[config.mk]
export PLATFORM = sky130hd
export DESIGN_NAME = char_convert
export DESIGN_NICKNAME = d
export VERILOG_FILES = /design/src/rtl/char_convert.sv
export SDC_FILE = /design/constraint.sdc
export NUM_CORES = 1
export LEC_CHECK = 0
export ABC_AREA = 1
export CORE_MARGIN = 5
export CORE_UTILIZATION = 40
export CTS_CLUSTER_DIAMETER = 80
export DETAILED_ROUTE_END_ITERATION = 8
export SYNTH_ARGS = -nofsm -noshare
export SYNTH_HDL_FRONTEND = slang
export SYNTH_SLANG_ARGS = --single-unit
[constraint.sdc]
create_clock -name clk -period 3.09 [get_ports clk]
set_input_delay 0.309 -clock clk [delete_from_list [all_inputs] [get_ports clk]]
set_output_delay 0.309 -clock clk [all_outputs]
set_load 0.05 [all_outputs]
[src/rtl/char_convert.sv]
// char_convert: MIX CHAR-instruction datapath.
// Converts the binary magnitude of rA into ten MIX character codes using a
// sequential shift-add-3 (double dabble) converter. It consumes one input
// bit per clock. The control unit pulses start and collects out1 on done.
module char_convert #(
  parameter int NBITS = 30,
  parameter int NDIG  = 10,
  parameter int CBASE = 30
) (
  input  logic                clk,
  input  logic                rst_n,
  input  logic                start,
  input  logic [6*NDIG-1:0]   in1,
  output logic [6*NDIG-1:0]   out1,
  output logic                busy,
  output logic                done
);

  localparam int CW = $clog2(NBITS);

  typedef enum logic [1:0] {
    IDLE  = 2'd0,
    SHIFT = 2'd1,
    DONE  = 2'd2
  } state_t;

  state_t              state_q, state_d;
  logic [NBITS-1:0]    shift_q, shift_d;
  logic [4*NDIG-1:0]   bcd_q, bcd_d;
  logic [CW-1:0]       count_q, count_d;
  logic [6*NDIG-1:0]   out1_q, out1_d;
  logic                busy_q, busy_d;
  logic                done_q, done_d;

  logic [4*NDIG-1:0]   bcdAdj;
  logic [4*NDIG-1:0]   bcdShift;
  logic [6*NDIG-1:0]   charCodes;

  // The sign and upper operand bits take no part in the conversion.
  logic unusedUpperBits;
  assign unusedUpperBits = ^in1[6*NDIG-1:NBITS];

  // Apply the add-3 correction to each BCD digit, then shift in the next
  // binary bit. Also form the character codes of the shifted result.
  always_comb begin
    bcdAdj    = bcd_q;
    charCodes = '0;
    for (int i = 0; i < NDIG; i++) begin
      if (bcd_q[4*i +: 4] >= 4'd5) begin
        bcdAdj[4*i +: 4] = bcd_q[4*i +: 4] + 4'd3;
      end
    end
    bcdShift = {bcdAdj[4*NDIG-2:0], shift_q[NBITS-1]};
    for (int i = 0; i < NDIG; i++) begin
      charCodes[6*i +: 6] = 6'(CBASE) + {2'b00, bcdShift[4*i +: 4]};
    end
  end

  // Next-state logic: load on start, shift NBITS times, then pulse done.
  always_comb begin
    state_d = state_q;
    shift_d = shift_q;
    bcd_d   = bcd_q;
    count_d = count_q;
    out1_d  = out1_q;
    busy_d  = busy_q;
    done_d  = done_q;
    unique case (state_q)
      IDLE: begin
        if (start) begin
          shift_d = in1[NBITS-1:0];
          bcd_d   = '0;
          count_d = '0;
          busy_d  = 1'b1;
          state_d = SHIFT;
        end
      end
      SHIFT: begin
        bcd_d   = bcdShift;
        shift_d = {shift_q[NBITS-2:0], 1'b0};
        count_d = count_q + CW'(1);
        if (count_q == CW'(NBITS - 1)) begin
          out1_d  = charCodes;
          done_d  = 1'b1;
          busy_d  = 1'b0;
          state_d = DONE;
        end
      end
      DONE: begin
        done_d  = 1'b0;
        state_d = IDLE;
      end
      default: begin
        state_d = IDLE;
      end
    endcase
  end

  // State register. An asynchronous reset discards any partial result.
  always_ff @(posedge clk or negedge rst_n) begin
    if (!rst_n) begin
      state_q <= IDLE;
      shift_q <= '0;
      bcd_q   <= '0;
      count_q <= '0;
      out1_q  <= '0;
      busy_q  <= 1'b0;
      done_q  <= 1'b0;
    end else begin
      state_q <= state_d;
      shift_q <= shift_d;
      bcd_q   <= bcd_d;
      count_q <= count_d;
      out1_q  <= out1_d;
      busy_q  <= busy_d;
      done_q  <= done_d;
    end
  end

  assign out1 = out1_q;
  assign busy = busy_q;
  assign done = done_q;

endmodule

# Word-level counts from Yosys, hierarchy flattened
# Cells that the tools add are included.
[totals] reg_bits=139 latch_bits=0 mem_bits_rw=0 rom_bits=0 out_inout_bits=62 memories=0
[classes] add_sub_neg=21 multipliers=0 div=0 n_lt_le_gt_ge=10 n_eq_ne=5 shifts=0 n_mux=24 bitwise_logic=0 reduce_logical=8
[op_table] op="40-bit one-hot mux with 2 select lines" n=1
[op_table] op="5-bit by 4-bit adder with 6-bit output (first input constant)" n=10
[op_table] op="30-bit one-hot mux with 2 select lines" n=1
[op_table] op="4-bit by 3-bit greater-or-equal comparator with 1-bit output (second input constant)" n=10
[op_table] op="40-bit two-way mux" n=1
[op_table] op="4-bit by 2-bit adder with 4-bit output (second input constant)" n=9
[op_table] op="4-bit two-way mux" n=9
[op_table] op="30-bit two-way mux" n=1
[op_table] op="5-bit one-hot mux with 2 select lines" n=1
[op_table] op="2-bit AND reduction" n=4
[op_table] op="5-bit by 1-bit adder with 5-bit output (second input constant)" n=1
[op_table] op="5-bit == test (second input constant)" n=1
[op_table] op="5-bit two-way mux" n=1
[op_table] op="2-bit two-way mux" n=2
[op_table] op="2-bit != test (second input constant)" n=2
[op_table] op="1-bit one-hot mux with 2 select lines" n=2
[op_table] op="2-bit one-hot mux with 2 select lines" n=1
[op_table] op="2-bit nonzero test" n=2
[op_table] op="3-bit by 2-bit adder with 3-bit output (second input constant)" n=1
[op_table] op="1-bit two-way mux" n=3
[op_table] op="3-bit two-way mux" n=1
[op_table] op="3-bit AND reduction" n=1
[op_table] op="2-bit by 1-bit == test with 1-bit output (second input constant)" n=1
[op_table] op="2-bit == test (second input constant)" n=1
[op_table] op="2-bit logical NOT" n=1

# Longest topological paths before layout
# Gate-level depths: netlist (run 1).
[logic_depth] word_depth=3 ltp_mapped=13

# Worst setup path before layout (run 1)
# No wires, ideal clock.
[synth_timing] kind="reg2reg" startpoint="register bcd_q[0]" endpoint="register out1_q[3], in the netlist out1[3]" setup_ns=0.083 arrival_ns=1.763 required_ns=3.007 setup_slack_ns=1.244 stages_incl_launch_ff=11 n_path_buf=0 period_less_slack_ns=1.846 cell_sequence="dfrtp_1 inv_1 ha_1 inv_1 o21ai_0 nand3_1 nand2_1 inv_1 ha_1 ha_1 o21ai_0"
[synth_between] elab_chain_cells=3
[synth_rtl] item="from (decl)" line="29" text="logic [4*NDIG-1:0] bcd_q, bcd_d;"
[synth_rtl] item="from (signal assigned)" line="104" text="bcd_q <= '0;"
[synth_rtl] item="from (signal assigned)" line="112" text="bcd_q <= bcd_d;"
[synth_rtl] item="4-bit by 2-bit adder with 4-bit output or 4-bit by 3-bit greater-or-equal comparator with 1-bit output (tied branches)" line="50, 49"
[synth_rtl] item="4-bit two-way mux (*)" line="49" text="if (bcd_q[4*i +: 4] >= 4'd5) begin"
[synth_rtl] item="5-bit by 4-bit adder with 6-bit output (*)" line="55" text="charCodes[6*i +: 6] = 6'(CBASE) + {2'b00, bcdShift[4*i +: 4]};"
[synth_rtl] item="to (signal assigned)" line="114" text="out1_q <= out1_d;"
[synth_rtl] item="to (decl)" line="31" text="logic [6*NDIG-1:0] out1_q, out1_d;"
# Every way passes the cells marked *; elsewhere a longest branch is shown, timed or not.
# A chain may end at the register's enable or synchronous reset.

# Final worst setup path (run 1)
[layout_timing] startpoint="register state_q[1]" endpoint="register out1_q[45], in the netlist out1[45]"
[layout_between] elab_chain_cells=2
[layout_rtl] item="from (decl)" line="27" text="state_t state_q, state_d;"
[layout_rtl] item="from (signal assigned)" line="110" text="state_q <= state_d;"
[layout_rtl] item="2-bit by 1-bit == test with 1-bit output" line="68" text="unique case (state_q)"
[layout_rtl] item="2-bit AND reduction (no source line)"
# No other way between the ends.

==> results of run 1 <==
-- power groups by stage --
stage | sequential, mW | combinational (mW) | clock (mW)
floorplan | 3.80 | 2.61 | 0
global placement | 2.98 | 4.74 | 0
detailed placement | 2.99 | 4.79 | 0
CTS | 2.97 | 4.82 | 2.31
global route | 3.07 | 5.40 | 2.40
finish | 2.96 | 4.76 | 2.26
-- worst max path at each step --
stage | slack [ns] | to | from | cells past startpoint
after global routing | 0.74 | out1[22]$_DFFE_PN0P_ | state_q[1]$_DFFE_PN0P_ | 7
after CTS | 0.87 | out1[45]$_DFFE_PN0P_ | state_q[1]$_DFFE_PN0P_ | 7
final | 0.93 | out1[45]$_DFFE_PN0P_ | state_q[1]$_DFFE_PN0P_ | 7
after detailed placement | 0.88 | out1[45]$_DFFE_PN0P_ | state_q[1]$_DFFE_PN0P_ | 7
after global placement | 0.94 | out1[22]$_DFFE_PN0P_ | state_q[1]$_DFFE_PN0P_ | 7
after floorplan | 1.24 | out1[3]$_DFFE_PN0P_ | bcd_q[0]$_DFFE_PN0P_ | 10
-- sequential cells by signal, summed over array words and instances, names as in the netlist --
| name | flops |
|---|---|
| done | 1 |
| shift_q | 30 |
| busy | 1 |
| bcd_q | 40 |
| count_q | 5 |
| out1 | 60 |
| state_q | 2 |
-- metrics by stage --
step	cells	setup WS (ns)	instance area [sq um]	util, %
finish	1128	0.9304	8536	51.65
global route	1128	0.7404	8536	51.65
CTS	1128	0.8711	8536	51.65
detailed placement	1095	0.8830	7865	47.60
global placement	1095	0.9365	7865	47.60
floorplan	802	1.244	6736	-
-- cell type report --
type	count	area (sq um)	share of cell area, %
clock buffer	21	470.5	5.512
clock inverter	11	190.2	2.228
inverter	112	420.4	4.925
multi-input combinational	522	2676	31.35
sequential	139	3478	40.75
tap	220	275.3	3.225
timing repair buffer	103	1025	12.01
-- worst max-delay path, delay by kind of cell, from the launching register on --
kind | cells | cell delay, ns
AND/OR/NAND/NOR | 3 | 0.73
AO/OA/AOI/OAI | 1 | 0.17
flip-flops | 1 | 0.35
buffers and inverters | 3 | 0.81
-- metal layers --
| layer | global-route usage, % | wire length [um] | up-vias |
|---|---|---|---|
| met5 | 0 | 0 | - |
| met1 | 22.34 | 7454 | 2458 |
| li1 | - | - | 2753 |
| met4 | 5.099 | 95 | 0 |
| met3 | 4.631 | 841 | 6 |
| met2 | 24.82 | 6773 | 107 |
-- logic make-up after synthesis --
kind of cell,count (synthesis),share of synthesized area [%]
compound gates,149,12.80
flops,139,51.63
mux,1,0.1486
fa+ha+maj,34,6.315
xor+xnor,8,1.040
buf+inv,141,8.637
simple gates,330,19.43
-- cells in the final DEF, fill, tap and decap left out, drive strengths merged --
| cell type | instances |
|---|---|
| a21o | 2 |
| a21oi | 11 |
| a22oi | 3 |
| a31oi | 6 |
| buf | 9 |
| bufinv | 5 |
| clkbuf | 21 |
| clkdlybuf4s50 | 93 |
| clkinv | 3 |
| clkinvlp | 4 |
| dfrtp | 139 |
| dlygate4sd3 | 1 |
| ha | 34 |
| inv | 111 |
| mux2i | 1 |
| nand2 | 265 |
| nand3 | 23 |
| nand4 | 5 |
| nor2 | 34 |
| nor3 | 1 |
| o211ai | 14 |
| o21ai | 87 |
| o221ai | 8 |
| o22ai | 17 |
| o31ai | 1 |
| or2 | 2 |
| xor2 | 8 |
==> metrics.log, run 1 <==
[metrics] total global-route track usage: between 15 and 20%
[metrics] destination of the worst register-to-register timing path: out1[45]$_DFFE_PN0P_
[metrics] last weighted congestion value of the routability-driven placer: ~0.83
[metrics] Initial Utilization: around 41%
[metrics] final count of hold timing violations: 0
[metrics] number of clock buffers inserted by TritonCTS: 17
[metrics] net switching power: roughly 4.4 mW
[metrics] wire length of the first global-routing pass: approximately 26 mm
[metrics] Post-synth EDFFs: 0
[metrics] cell with the most instances after synthesis: sky130_fd_sc_hd__nand2_1
[metrics] Crit Path Class: reg -> reg
[metrics] Leakage: approximately 4.2 nW
[metrics] largest cells by area after synthesis: sky130_fd_sc_hd__dfrtp_1 (52%), sky130_fd_sc_hd__nand2_1 (15%), sky130_fd_sc_hd__ha_1 (6.3%)
[metrics] Die Area: roughly 20000 sq um
[metrics] layout net count: 992
[metrics] area of the core region: ~17000 sq um
[metrics] average wire per cell in the routed design: between 10 and 15 um
[metrics] class of the worst hold path: in -> reg
[metrics] share of Yosys cell area claimed by the top area cell type: about 52%
[metrics] flip-flop and latch count after synthesis: around 140
[metrics] post-route fraction of the period consumed by the critical path: between 60% and 70%
[metrics] Detail Placement HPWL: ~10 mm
[metrics] relative contribution of combinational cells to total power: a little under half
[metrics] sequential element share of the synthesized area: about half
[metrics] actual slew at the worst max-slew pin: approximately 0.74 ns
[metrics] number of antenna-violating nets in the routed design: 0
[metrics] netlist area before placement: roughly 6700 sq um
[metrics] pin count of the biggest net entering global routing: between 70 and 80
[metrics] sequential group share of total power: 29.7%
[metrics] Register-to-Register Setup Slack: 0.93 ns
[metrics] RSZ-0062 raised after global routing: no
[metrics] count of clock tree sinks: roughly 140
[metrics] Worst Hold Path EP: shift_q[10]$_DFFE_PN0P_
[metrics] Final Routed Wirelength: 15.16 mm
[metrics] top flip-flop cell by instance count after synthesis: sky130_fd_sc_hd__dfrtp_1
[metrics] horizontal extent of the die: 139.8 um
[metrics] Fill cells: around 1.5k
[metrics] total vias in the final route: between 5k and 6k
[metrics] clock share of power: 22.6%
[metrics] outcome: complete, no violations
[metrics] clk_lat worst skew: ~0.42 ns
[metrics] Post-Synthesis Net Count: approximately 900
[metrics] number of instances on the worst hold path: 3
[metrics] P_int: roughly 5.6 mW
[metrics] endpoint class of the critical path: flip-flop
[metrics] Max H-tree Level: 4
[metrics] antenna cell count: 0
[metrics] switching fraction of total power: 43.63%
[metrics] top cells by instance count after synthesis: sky130_fd_sc_hd__nand2_1 (263), sky130_fd_sc_hd__dfrtp_1 (139), sky130_fd_sc_hd__inv_1 (109)
[metrics] hold-fix buffer count after cts: 1
[metrics] IO Pins: approximately 130
[metrics] tightest hold margin: between 0.4 and 0.5 ns
[metrics] share of final-layout standard cells stronger than drive strength 1: under 10%
[metrics] Yosys top cell by area: sky130_fd_sc_hd__dfrtp_1
[metrics] Die H: roughly 140 um
[metrics] CTS root buf: sky130_fd_sc_hd__clkbuf_16
[metrics] worst vdd ir: ~0.44 mV
[metrics] Gates resized, CTS repair: 0
[metrics] post-synth cell types: 31
[metrics] Relative slew margins: between 50% and 60%
[metrics] power density over cell area: 1170 nW/um^2
[metrics] post-synthesis async set-or-reset flop share: 100.0%
[metrics] sum of internal, switching and leakage power: 9.984 mW
[metrics] final critical-path required period: around 2.2 ns
[metrics] number of buffers inserted to repair setup after CTS: 0
[metrics] via count of the first global-routing pass: between 5k and 6k
[metrics] nature of the critical path startpoint: flip-flop
[metrics] Layout Area Growth over Synthesis: 26.71%
[metrics] clock slew at the register clock pins of the worst setup and hold paths: roughly 0.06 ns
[metrics] highest fanout seen on the critical path: 50
[metrics] critical path, cell by cell: inv_1, nand2_4, inv_2, nand2_4, inv_2, nor2_1, a31oi_1
[metrics] Max Cap Viol: 0
[metrics] first-pass detailed-route iteration total: 5
[metrics] clock skew: just over 0.007 ns
[metrics] start of the worst register-to-register path: state_q[1]$_DFFE_PN0P_
[metrics] maximum cell stage delay along the critical path: roughly 0.48 ns
[metrics] # rows: 47
[metrics] final setup fails: 0
[metrics] pins over their slew limit: 0
[metrics] routed vias/inst: roughly 4.7
[metrics] yosys warns: 0
[metrics] Arrival @ worst endpoint: around 2.5 ns
[metrics] Critical Path Slowest Stage Cell: sky130_fd_sc_hd__inv_2
[metrics] First DRT Iteration DRCs: around 300
[metrics] hold path start: in1[10]
[metrics] path depth of the worst reg2reg path: 7
[metrics] highest clock frequency the design can meet: approximately 460 MHz
[metrics] maximum root-to-sink buffer count: 2
[metrics] final-layout setup total negative slack: 0 ns
[metrics] syn_area_per_cell: 8.400 sq um
[metrics] count of mapped cells out of synthesis: approximately 800
[metrics] CTS tree: done
[metrics] initial antenna violation count: 0
[metrics] quantity of I/O buffers inserted on ports: 94
[metrics] DRC Markers: 0
[metrics] global route overflow: 0
[metrics] required time at the worst-slack endpoint: between 3 and 4 ns
(Power assumes the default switching activity.)
==> inputs of run 2 (changes only) <==
--- a/config.mk
+++ b/config.mk
@@ -10,6 +10,7 @@
 export CORE_UTILIZATION = 40
 export CTS_CLUSTER_DIAMETER = 80
 export DETAILED_ROUTE_END_ITERATION = 8
+export PLACE_DENSITY = 0.66
 export SYNTH_ARGS = -nofsm -noshare
 export SYNTH_HDL_FRONTEND = slang
 export SYNTH_SLANG_ARGS = --single-unit
==> constraint.sdc (replaced) <==
create_clock -name clk -period 1.8 [get_ports clk]
set_input_delay 0.18 -clock clk [delete_from_list [all_inputs] [get_ports clk]]
set_output_delay 0.18 -clock clk [all_outputs]
set_load 0.05 [all_outputs]
==> metrics.log, run 2 (synthesis results as in run 1) <==
[metrics] outcome: complete, no violations (unchanged)
[metrics] share of final-layout standard cells stronger than drive strength 1: 19.65% (was 5.396%)
[metrics] via count of the first global-routing pass: 5610 (was 5282)
[metrics] wire length of the first global-routing pass: 26.48 mm (was 26.00 mm)
[metrics] path depth of the worst reg2reg path: 11 (was 7)
[metrics] Critical Path Start: out1[45]$_DFFE_PN0P_ (was state_q[1]$_DFFE_PN0P_)
[metrics] filler-free cell count of the finished design: 1182 (was 1128)
[metrics] Register-to-Register Setup Slack: 0.09 ns (was 0.93 ns)
[metrics] global route overflow: 0 (unchanged)
[metrics] total global-route track usage: 16.46% (was 16.20%)
[metrics] quantity of I/O buffers inserted on ports: 94 (unchanged)
[metrics] initial antenna violation count: 0 (unchanged)
[metrics] Max H-tree Level: 4 (unchanged)
[metrics] routed vias/inst: 4.873 (was 4.720)
[metrics] clock skew: 0.009799 ns (was 0.007170 ns)
[metrics] Fill cells: 1444 (was 1547)
[metrics] highest clock frequency the design can meet: around 570 MHz
[metrics] pins over their slew limit: 0 (unchanged)
[metrics] # rows: 47 (unchanged)
[metrics] worst setup path end: out1[45] (was out1[45]$_DFFE_PN0P_)
[metrics] horizontal extent of the die: 139.8 um (unchanged)
[metrics] Arrival @ worst endpoint: 1.58 ns (was 2.49 ns)
[metrics] maximum cell stage delay along the critical path: 0.80 ns (was 0.48 ns)
[metrics] Crit Path Class: reg -> out (was reg -> reg)
[metrics] start of the worst register-to-register path: bcd_q[8]$_DFFE_PN0P_ (was state_q[1]$_DFFE_PN0P_)
[metrics] IO Pins: 125 (unchanged)
[metrics] Layout Cell Area excl Fill: 9233 sq um (was 8536 sq um)
[metrics] CTS root buf: sky130_fd_sc_hd__clkbuf_16 (unchanged)
[metrics] final-layout setup total negative slack: 0 ns (unchanged)
[metrics] CTS tree: done (unchanged)
[metrics] Critical Path Slowest Stage Cell: sky130_fd_sc_hd__clkdlybuf4s50_1 (was sky130_fd_sc_hd__inv_2)
[metrics] layout net count: 1046 (was 992)
[metrics] crit-path leading delay family: buffers and inverters (unchanged)
[metrics] power density over cell area: 2033 nW/um^2 (was 1170 nW/um^2)
[metrics] total vias in the final route: 5760 (was 5324)
[metrics] nature of the critical path startpoint: flip-flop (unchanged)
[metrics] most frequent cells in the layout: sky130_fd_sc_hd__nand2_1 (244), sky130_fd_sc_hd__dfrtp_1 (138), sky130_fd_sc_hd__inv_1 (81) (was sky130_fd_sc_hd__nand2_1 (263), sky130_fd_sc_hd__dfrtp_1 (139), sky130_fd_sc_hd__inv_1 (109))
[metrics] Die Area: 19540 sq um (unchanged)
[metrics] endpoint class of the critical path: output port (was flip-flop)
[metrics] average wire per cell in the routed design: 13.81 um (was 13.44 um)
[metrics] clock slew at the register clock pins of the worst setup and hold paths: 0.06 ns (about the same)
[metrics] RSZ-0062 raised after global routing: yes (was no)
[metrics] first-pass detailed-route iteration total: 5 (unchanged)
[metrics] required time at the worst-slack endpoint: 1.62 ns (was 3.42 ns)
[metrics] maximum root-to-sink buffer count: 2 (unchanged)
[metrics] Leakage: 4.688 nW (was 4.160 nW)
[metrics] DRC Markers: 0 (unchanged)
[metrics] post-detailed-placement cell area: 8165 sq um (was 7865 sq um)
[metrics] actual slew at the worst max-slew pin: 0.5271 ns (was 0.7388 ns)
[metrics] CP Buf/Inv Count: 1 (was 3)
[metrics] Layout Area Growth over Synthesis: 37.05% (was 26.71%)
[metrics] critical path, cell by cell: clkdlybuf4s50_1 (was inv_1, nand2_4, inv_2, nand2_4, inv_2, nor2_1, a31oi_1)
[metrics] Max Cap Viol: 0 (unchanged)
[metrics] class of the worst hold path: in -> async (was in -> reg)
[metrics] post-route fraction of the period consumed by the critical path: 97.66%
[metrics] worst vdd ir: 0.8907 mV (was 0.4366 mV)
[metrics] final critical-path required period: 1.758 ns
[metrics] antenna cell count: 0 (unchanged)
[metrics] highest fanout seen on the critical path: 2 (was 50)
[metrics] count of clock tree sinks: 139 (unchanged)
[metrics] final setup fails: 0 (unchanged)
[metrics] Final Routed Wirelength: 16.32 mm (was 15.16 mm)
[metrics] destination of the worst register-to-register timing path: out1[17]$_DFFE_PN0P_ (was out1[45]$_DFFE_PN0P_)
[metrics] post-route core utilization: 55.87% (was 51.65%)
[metrics] clk_lat worst skew: 0.42 ns (about the same)
[metrics] cell total after placement: 1129 (was 1095)
[metrics] area of the core region: 16520 sq um (unchanged)
[metrics] number of antenna-violating nets in the routed design: 0 (unchanged)
[metrics] Die H: 139.8 um (unchanged)
[metrics] number of clock buffers inserted by TritonCTS: 17 (unchanged)
[metrics] First DRT Iteration DRCs: 355 (was 304)
[metrics] Relative slew margins: 64.80% (was 50.74%)
[metrics] most common library cell in the layout ignoring fill and taps: sky130_fd_sc_hd__nand2_1 (unchanged)
[metrics] number of cells on the critical path: 1 (was 7)
[metrics] pin count of the biggest net entering global routing: 63 (was 78)
[metrics] last weighted congestion value of the routability-driven placer: 0.8677 (was 0.8345)
[metrics] final count of hold timing violations: 0 (unchanged)
[metrics] max reg flops: 60 (unchanged)
[metrics] Detail Placement HPWL: 10.88 mm (was 10.14 mm)
[metrics] Initial Utilization: 40.77% (unchanged)
==> run 2: cell types whose count changed in the layout (fill, tap and decap cells not counted), sizes merged, moves of 3 or more <==
| cell | delta |
|---|---|
| clkinv | +4 |
| dlygate4sd2 | +10 |
| buf | +56 |
| bufinv | -3 |
| dlymetal6s2s | +20 |
| clkdlybuf4s50 | -32 |
==> run 2: area by class of cell <==
type	count	area [sq um]	area share (%)
Inverter	112	422.9	4.581
Clock buffer	19	452.9	4.906
Clock inverter	13	141.4	1.531
Timing Repair Buffer	157	1513	16.38
Tap cell	220	275.3	2.981
Sequential cell	139	3480	37.69
Multi-Input combinational cell	522	2948	31.93
==> run 2: how the worst min path moves through the flow <==
stage	end	slack, ns
after global routing	shift_q[10]$_DFFE_PN0P_	0.31
after floorplan	bcd_q[0]$_DFFE_PN0P_	-0.12
after detailed placement	shift_q[7]$_DFFE_PN0P_	0.16
after global placement	shift_q[7]$_DFFE_PN0P_	0.16
final	shift_q[0]$_DFFE_PN0P_	0.27
after CTS	shift_q[7]$_DFFE_PN0P_	0.28
==> run 2: timing repair <==
item / CTS / global route
pin swaps: 1 / 42
setup buffers: 5 / 15
endpoints found under the setup margin: 26 / 47
hold endpoints to repair: 45 / 0
hold buffers: 1 / 0
gates resized for setup: 22 / 118
==> run 2: per-stage QoR <==
step	total power, mW	setup WS (ns)	hold WS (ns)
6_report	18.77	0.04206	0.2711
5_1_grt	20.28	-0.04322	0.3131
4_1_cts	17.85	-0.02147	0.2804
3_5_place_dp	14.21	-0.09439	0.1607
3_3_place_gp	14.01	-0.01808	0.1610
2_1_floorplan	11.01	0.04539	-0.1156
==> run 2: routing by layer <==
metal | share of wire [%] | vias up | global-route usage (%) | wire, um
li1 | - | 2873 | - | -
met1 | 46 | 2711 | 21.48 | 7555
met2 | 47 | 154 | 26.84 | 7632
met5 | 0 | - | 0 | 0
met4 | 1.6 | 0 | 5.099 | 256
met3 | 5.4 | 22 | 4.425 | 877
==> run 2: report_power, final <==
group	switching [mW]	leakage [nW]	total, mW	internal (mW)
registers	0.803	1.72	5.16	4.36
logic	6.17	2.68	10.1	3.95
clock network	1.37	0.286	3.49	2.12
total	8.34	4.69	18.8	10.4
==> patch, RTL diff (settings of run 2) <==
The parameter `NBITS` goes from 30 to 15.
--- a/src/rtl/char_convert.sv
+++ b/src/rtl/char_convert.sv
@@ -4,5 +4,5 @@
 // bit per clock. The control unit pulses start and collects out1 on done.
 module char_convert #(
-  parameter int NBITS = 30,
+  parameter int NBITS = 15,
   parameter int NDIG  = 10,
   parameter int CBASE = 30
Formal check against the unedited RTL: same outputs for any inputs over 10 cycles, from zero or initial values and one cycle with rst_n low; that may be too few to reach the edited logic, so the function may still have changed.
==> patch against run 2 <==
Sequential cell count fell by 16. Worst setup slack got worse by 15 ps. Power down 1.1%. Routed wire length shrank 14%. Highest routed layer unchanged. Largest power group unchanged. Die area fell by 9.5%. Area after synthesis fell by 10%. Cell area is 9.7% lower. Global-route usage shrank 0.90 points.
==> patch: results (changes against run 2) <==
stage,metric,value,unit,change
outcome,outcome,"complete, no violations",,unchanged
setup_path,r2r-start,bcd_q[0]$_DFFE_PN0P_,,was bcd_q[8]$_DFFE_PN0P_
setup_path,r2r-end,out1[2]$_DFFE_PN0P_,,was out1[17]$_DFFE_PN0P_
placement,port_buffers,79,,was 94
finish,inv_count,116,,was 112
synth,syn_avg_cell_area,8.244,µm²,was 8.400 µm²
setup_path,crit_start,out1[22]$_DFFE_PN0P_,,was out1[45]$_DFFE_PN0P_
cts,post_cts.repair.setup_buffers,1,,was 5
timing,worstMarginPinSlew,521.5,ps,was 527.1 ps
finish,num-multi-input-gates,470,,was 522
finish,clock_buffers,23,,was 19
synth,synth_seq_cells,123,,was 139
global_route,grt_pass1_vias,4866,,"was 5,610"
synth,syn_nets,831,,was 899
synth,synth_cell_type_count,21,,was 31
synth,synth_xor_area_share,1.303,%,was 1.040%
route,drt_wl_total,14.02,mm,was 16.32 mm
synth,synthMuxAreaShare,0.1654,%,was 0.1486%
floorplanning,start_util,40.25,%,was 40.77%
power_and_ir_drop,peakVddDrop,0.9494,mV,was 0.8907 mV
synth,yosys-top-cells-area,"dfrtp_1, nand2_1, ha_1",,unchanged
synth,synthAdderAreaFrac,7.031,%,was 6.315%
power_and_ir_drop,power.switching,8.426,mW,was 8.342 mW
synth,yosysSeqAreaShare,50.87,%,was 51.63%
finish,nFillCells,1373,,"was 1,444"
finish,n_all_buffers,140,,was 157
route,viasPerCell,4.798,,was 4.873
synth,synthTopCellsByCount,"nand2_1, dfrtp_1, inv_1, o21ai_0, nor2_1",,"was nand2_1, dfrtp_1, inv_1, o21ai_0, ha_1"
finish,clock_area_share,7.142,%,was 6.437%
global_route,grt_pass1_wl,22.47,mm,was 26.48 mm
setup_path,crit_path_max_incr_delay,820,ps,was 800 ps
placement,placedCellCount,1015,,"was 1,129"
setup_path,worstSetupEndpoint,out1[22],,was out1[45]
placement,hpwl,9.152,mm,was 10.88 mm
finish,buffer_area_share,16.01,%,was 16.38%
cts,cts_resized,17,,was 22
finish,nets,965,,"was 1,046"
global_route,grt_max_degree,53,,was 63
setup_path,reg2reg_slack,70,ps,was 90 ps
power_and_ir_drop,power_leakage,4.314,nW,was 4.688 nW
synth,synth_compound_area_share,12.97,%,was 12.80%
finish,post_route_cells_drive_above_1_share,19.57,%,was 19.65%
global_route,grtUsageTotal,15.56,%,was 16.46%
timing,finClkSkew,11.84,ps,was 9.799 ps
[patch: cell types whose count changed after synthesis, sizes merged, moves of 3 or more]
cell,delta
clkbuf,-3
a22oi,+8
dfrtp,-16
nor2,+3
o211ai,-14
nand2,-48
o221ai,-7
o21ai,+15
inv,+5
[patch: worst min path at each step]
stage           from                    end  cells past startpoint
6_report       rst_n   out1[33]$_DFFE_PN0P_                      2
5_1_grt        rst_n   out1[25]$_DFFE_PN0P_                      2
4_1_cts        rst_n   out1[33]$_DFFE_PN0P_                      2
3_5_place_dp   rst_n   out1[35]$_DFFE_PN0P_                      1
3_3_place_gp   rst_n  bcd_q[23]$_DFFE_PN0P_                      1
2_1_floorplan  rst_n   bcd_q[0]$_DFFE_PN0P_                      0
[patch: logic make-up (layout without fill, tap and decap cells)]
family                     Yosys count  count (layout)
AOI/OAI and AO/OA                  145             145
xor gates and xnor gates             9               9
adders and majority gates           34              34
buffers and inverters              141             286
DFF                                123             123
muxes                                1               1
and+or+nand+nor                    281             281
[patch: per-layer routing]
layer	share of wire (%)	GRT usage (%)	vias to the layer above	wire length, µm
li1	-	-	2600	-
met1	46	19.64	2405	6504
met2	48	25.51	100	6678
met3	5.0	4.563	14	705
met4	0.91	5.427	0	127
met5	0	0	-	0
[patch: metrics by stage]
step | setup slack (ps) | cell area, µm² | power, mW | hold slack [ps] | TNS, ps
5_1_grt | -57.39 | 8339 | 19.98 | 253.5 | -305.3
4_1_cts | 1.121 | 7899 | 17.84 | 195.1 | 0
3_5_place_dp | -67.01 | 7286 | 14.33 | 73.02 | -165.6
2_1_floorplan | 18.69 | 6051 | 11.04 | -115.6 | 0
3_3_place_gp | -25.55 | 7286 | 14.18 | 79.80 | -32.25
6_report | 27.39 | 8339 | 18.55 | 192.3 | 0
